--- src/rtl/vga_pkg.sv ---
// Shared types for the framebuffer arbiter: display geometry defaults,
// arbiter state encoding and the buffered write entry.
package vga_pkg;
  localparam int HVID_DFLT = 640;
  localparam int VVID_DFLT = 480;
  localparam int FB_ADDR_W = 19;
  localparam int FB_DATA_W = 8;

  typedef enum logic [1:0] {
    IDLE  = 2'd0,
    HOLD  = 2'd1,
    DRAIN = 2'd2
  } arb_state_t;

  typedef struct packed {
    logic [FB_ADDR_W-1:0] addr;
    logic [FB_DATA_W-1:0] data;
  } wr_entry_t;
endpackage

--- src/rtl/vga_wr_fifo.sv ---
// Small write-buffer FIFO holding pending framebuffer writes.
// DEPTH must be a power of two; reset flushes all entries.
module vga_wr_fifo
  import vga_pkg::*;
#(
  parameter int DEPTH = 4
) (
  input  logic                   clk_25,
  input  logic                   n_rst,
  input  logic                   push,
  input  logic                   pop,
  input  wr_entry_t              din,
  output wr_entry_t              head,
  output logic                   full,
  output logic                   empty,
  output logic [$clog2(DEPTH):0] count
);
  localparam int PW = $clog2(DEPTH);

  wr_entry_t      mem [DEPTH];
  logic [PW-1:0]  wp, rp;
  logic [PW:0]    cnt;
  logic           do_push, do_pop;

  assign full    = (cnt == (PW+1)'(DEPTH));
  assign empty   = (cnt == '0);
  assign count   = cnt;
  assign head    = mem[rp];
  assign do_push = push && !full;
  assign do_pop  = pop && !empty;

  always_ff @(posedge clk_25) begin
    if (do_push) mem[wp] <= din;
  end

  always_ff @(posedge clk_25 or negedge n_rst) begin
    if (!n_rst) begin
      wp  <= '0;
      rp  <= '0;
      cnt <= '0;
    end else begin
      if (do_push) wp <= wp + 1'b1;
      if (do_pop)  rp <= rp + 1'b1;
      case ({do_push, do_pop})
        2'b10:   cnt <= cnt + 1'b1;
        2'b01:   cnt <= cnt - 1'b1;
        default: cnt <= cnt;
      endcase
    end
  end
endmodule

--- src/rtl/vga_fb_arbiter.sv ---
// Single-port framebuffer arbiter: display reads own the RAM while video_on,
// writes are buffered and drained during blanking. FB_STALL_CNT_EN adds stall_cnt.
module vga_fb_arbiter
  import vga_pkg::*;
#(
  parameter int HVID       = HVID_DFLT,
  parameter int VVID       = VVID_DFLT,
  parameter int ADDR_W     = FB_ADDR_W,
  parameter int DATA_W     = FB_DATA_W,
  parameter int FIFO_DEPTH = 4
) (
  input  logic              clk_25,
  input  logic              n_rst,
  input  logic              video_on,
  input  logic [9:0]        x_coordinate,
  input  logic [9:0]        y_coordinate,
  input  logic              wr_valid,
  output logic              wr_ready,
  input  logic [ADDR_W-1:0] wr_addr,
  input  logic [DATA_W-1:0] wr_data,
  output logic [ADDR_W-1:0] mem_addr,
  output logic              mem_we,
  output logic [DATA_W-1:0] mem_wdata,
  input  logic [DATA_W-1:0] mem_rdata,
  output logic [DATA_W-1:0] pix_data,
  output logic              pix_valid,
  output logic              wr_oob
`ifdef FB_STALL_CNT_EN
  ,
  output logic [15:0]       stall_cnt
`endif
);
  localparam int          STAGES  = 2;
  localparam int          CW      = $clog2(FIFO_DEPTH) + 1;
  localparam int unsigned FB_SIZE = HVID * VVID;

  arb_state_t         state, state_nx;
  wr_entry_t          wr_ent, head;
  logic               push, pop, full, empty, head_oob;
  logic [CW-1:0]      count;
  logic [ADDR_W-1:0]  disp_addr;
  logic [STAGES:1]    vld_pipe;

  // wr_ready is gated by reset so nothing is accepted while n_rst is low
  assign wr_ready   = n_rst && !full;
  assign push       = wr_valid && wr_ready;
  assign pop        = (state == DRAIN) && !video_on && !empty;
  assign head_oob   = 32'(head.addr) >= FB_SIZE;
  assign wr_ent     = '{addr: wr_addr, data: wr_data};
  assign disp_addr  = ADDR_W'(y_coordinate) * ADDR_W'(HVID) + ADDR_W'(x_coordinate);

  vga_wr_fifo #(.DEPTH(FIFO_DEPTH)) u_fifo (
    .clk_25 (clk_25),
    .n_rst  (n_rst),
    .push   (push),
    .pop    (pop),
    .din    (wr_ent),
    .head   (head),
    .full   (full),
    .empty  (empty),
    .count  (count)
  );

  always_ff @(posedge clk_25 or negedge n_rst) begin
    if (!n_rst) state <= IDLE;
    else        state <= state_nx;
  end

  always_comb begin
    state_nx = state;
    case (state)
      IDLE:    if (push) state_nx = video_on ? HOLD : DRAIN;
      HOLD:    if (!video_on) state_nx = DRAIN;
      DRAIN: begin
        if (video_on) state_nx = HOLD;
        else if (pop && count == CW'(1) && !push) state_nx = IDLE;
      end
      default: state_nx = IDLE;
    endcase
  end

  // out-of-range entries still pop, but never reach the RAM
  always_comb begin
    mem_we    = 1'b0;
    mem_addr  = '0;
    mem_wdata = '0;
    if (video_on) begin
      mem_addr = disp_addr;
    end else if (pop && !head_oob) begin
      mem_we    = 1'b1;
      mem_addr  = head.addr;
      mem_wdata = head.data;
    end
  end

  // RAM returns data one cycle after the address; capture it one cycle later
  always_ff @(posedge clk_25 or negedge n_rst) begin
    if (!n_rst) begin
      vld_pipe <= '0;
      pix_data <= '0;
    end else begin
      vld_pipe <= {vld_pipe[STAGES-1:1], video_on};
      pix_data <= vld_pipe[1] ? mem_rdata : '0;
    end
  end
  assign pix_valid = vld_pipe[STAGES];

  always_ff @(posedge clk_25 or negedge n_rst) begin
    if (!n_rst)                wr_oob <= 1'b0;
    else if (pop && head_oob)  wr_oob <= 1'b1;
  end

`ifdef FB_STALL_CNT_EN
  always_ff @(posedge clk_25 or negedge n_rst) begin
    if (!n_rst) stall_cnt <= '0;
    else if (wr_valid && !wr_ready && stall_cnt != 16'hFFFF) stall_cnt <= stall_cnt + 16'd1;
  end
`endif
endmodule
--- config.mk ---
export PLATFORM = sky130hd
export DESIGN_NAME = vga_fb_arbiter
export DESIGN_NICKNAME = d
export VERILOG_FILES = /design/src/rtl/vga_pkg.sv /design/src/rtl/vga_wr_fifo.sv /design/src/rtl/vga_fb_arbiter.sv
export SDC_FILE = /design/constraint.sdc
export NUM_CORES = 1
export LEC_CHECK = 0
export CAP_MARGIN = 30
export CELL_PAD_IN_SITES_DETAIL_PLACEMENT = 0
export CELL_PAD_IN_SITES_GLOBAL_PLACEMENT = 1
export CORE_MARGIN = 2
export CORE_UTILIZATION = 48
export CTS_CLUSTER_DIAMETER = 40
export CTS_CLUSTER_SIZE = 20
export DETAILED_ROUTE_END_ITERATION = 12
export PLACE_DENSITY_LB_ADDON = 0.12
export SYNTH_ARGS = -nofsm -noshare
export SYNTH_HDL_FRONTEND = slang
export SYNTH_SLANG_ARGS = --single-unit
--- constraint.sdc ---
create_clock -name clk_25 -period 6.55 [get_ports clk_25]
set_input_delay 0.9825 -clock clk_25 [delete_from_list [all_inputs] [get_ports clk_25]]
set_output_delay 0.9825 -clock clk_25 [all_outputs]
set_load 0.02 [all_outputs]
==> flow_summary.toml <==
[logic_synthesis]
yosys_warnings = 0
yosysTopAreaCell = "edfxtp_1"
ys_types = 44
synth_seq_cells = 128
synthTopCellsByArea = "edfxtp_1, mux4_2, dfrtp_1"
ys_seq_area_frac = 0.640
yosysMostFrequentCell = "edfxtp_1"
postSynth.asyncResetShare = 0.156
syn_avg_cell_area_um2 = 16.5
synth-edff-count = 108
ys.flop_type = "edfxtp_1"
syn_area_um2 = 5850
synthCells = 355
syn_nets = 444
synth_top_area_frac = 0.554
synth_common_cells = "edfxtp_1, ha_1, mux4_2"

[placement]
gp_congestion = 0.796
portBuffers = 97
hpwl_um = 7700

[die]
rows = 40
die_area_um2 = 13100
io-pin-count = 98
die_height_um = 114
dieWidth_um = 114
core_area_um2 = 12000
initial_utilization = 0.489

[critical_path]
crit_path_end_kind = "output pin"
crit_end = "mem_addr[17]"
critical_path_class = "in2out"
worstSetupStartpoint = "y_coordinate[1]"
required_ns = 5.57
timing.rr.start = "u_fifo.rp[0]"
ff2ff_setup_slack_ns = 4.01
r2r_end = "wr_oob"
startpoint_type = "input port"
arrival_ns = 4.33
path_max_fanout = 3
reg2regPathDepth = 6

[routing]
detail-route-antenna-nets = 0
routed_via_density = 5.62
drtIter0Drc = 172
detail_route.wl_per_cell_um = 18.9
vias = 3523
dr.pass1.iters = 4
wl_um = 11900
drc = 0

[cts]
cts_setup_buffers = 0
ctsHoldBuffers = 0
clock_latency_ns = 0.41
cts_max_level = 4
clk_path_buf_depth = 2
cts-root-buf = "clkbuf_16"
post_cts_resized = 0
cts_buffers = 17
numClockSinks = 128
cts_tree = "built"
path_clk_slew_ns = 0.06

[final_layout]
nNetsFinal = 557
fillerInstances = 905
final_util = 0.638
seq_area_um2 = 3740
syn_to_final_growth_pct = 30.5
multi_input_area_um2 = 1980
layout-drive-gt1-share = 0.150
diodes = 0

[grt]
grt_pass1_wl_um = 18700
grt_pass1_vias = 3683
grt_usage = 0.193
overflow = 0
grt_max_degree = 29
antenna_found_initial = 0

[timing]
final.min_clock_period_ns = 5.31
worstMarginPinSlew_ns = 0.681
drv_slew = 0
skew_ns = 0.00539
clock.fmax_ghz = 0.188
post-route-period-util = 0.811
max_slew_margin = 0.543
worst_hold_slack_ns = 0.480
setup_viol = 0
setup_tns_ns = 0
report.final.hold_viol_count = 0
grt_setup_unrepaired = "false"

[pwr]
vdd_drop_max_mv = 0.205
p_leak_nw = 2.79
power.total_mw = 2.78
cellPowerDensity_nw_per_um2 = 364

[outcome]
outcome = "complete, no violations"

[job]
cap_violations = 0

[worst_hold_path]
hold_class = "reg2reg"
## sequential cells by signal, summed over array words and instances (netlist names)
| register | flops |
|---|---|
| u_fifo.count | 3 |
| u_fifo.rp | 2 |
| pix_data | 8 |
| u_fifo.mem | 108 |
| u_fifo.wp | 2 |
| wr_oob | 1 |
| vld_pipe | 2 |
| state | 2 |
## layout by cell type (no fill, tap or decap), types with 4 or more instances in the layout
cell	count
a21oi_1	5
and3_1	12
ha_1	28
a32o_1	15
mux4_2	26
inv_1	14
o211ai_1	4
nand2_1	9
clkbuf_16	17
o21ai_0	10
nand3_1	4
inv_6	7
xor2_1	6
edfxtp_1	108
buf_4	9
nor2_1	12
and2_1	9
dfrtp_1	19
clkdlybuf4s50_1	97
xnor2_1	11
nor3_1	5
a211oi_1	7
## cells by family (layout without fill, tap and decap cells)
group                      Yosys count  count (layout)  synth area share
DFF                                128             128             0.640
AOI/OAI and AO/OA                   61              61            0.0830
adders and majority gates           30              30            0.0667
and+or+nand+nor                     63              63            0.0567
buffers and inverters               28             153            0.0218
xor gates and xnor gates            17              17            0.0255
muxes                               28              28             0.106
## how the worst min path moves through the flow
stage / start / to / slack [ns] / cells past startpoint
CTS: wr_oob / wr_oob / 0.48 / 1
global route: wr_oob / wr_oob / 0.50 / 1
finish: wr_oob / wr_oob / 0.48 / 1
floorplan: vld_pipe[1] / vld_pipe[2] / 0.43 / 0
global placement: wr_oob / wr_oob / 0.46 / 1
detailed placement: wr_oob / wr_oob / 0.46 / 1
## where the power goes
group	total [mW]	internal, mW	switching [mW]	leakage, nW
registers	1.04	0.991	0.0504	1.23
clock network	0.950	0.603	0.347	0.296
logic	0.786	0.376	0.410	1.27
## worst max-delay path, stage by stage
cell and delay (ns):
clkdlybuf4s50_1 0.47, ha_1 0.32, ha_1 0.23, fa_1 0.43, a211oi_1 0.34, nor2_1 0.13
o211ai_1 0.32, nand4_1 0.15, xor2_1 0.17, o22ai_1 0.16, clkdlybuf4s50_1 0.63
## layout make-up
cell class / instances / area share
clock buffer: 17 / 0.0557
inverter: 15 / 0.00738
tap: 147 / 0.0241
timing repair buffer: 107 / 0.140
multi-input combinational: 199 / 0.259
clock inverter: 14 / 0.0233
sequential: 128 / 0.491
## per-stage QoR
stage	cells	setup slack [ns]	instance area, um^2
CTS	627	1.20	7630
floorplan	355	2.33	5850
detailed placement	596	1.21	7030
finish	627	1.24	7630
global placement	595	1.27	7000
global route	627	0.961	7630
## layer usage
| metal | GRT usage | share of wire |
|---|---|---|
| met5 | 0 | 0 |
| met4 | 0.0618 | 0.0073 |
| met3 | 0.0614 | 0.070 |
| met2 | 0.321 | 0.50 |
| met1 | 0.242 | 0.42 |
Power figures use the tool's default switching activity.
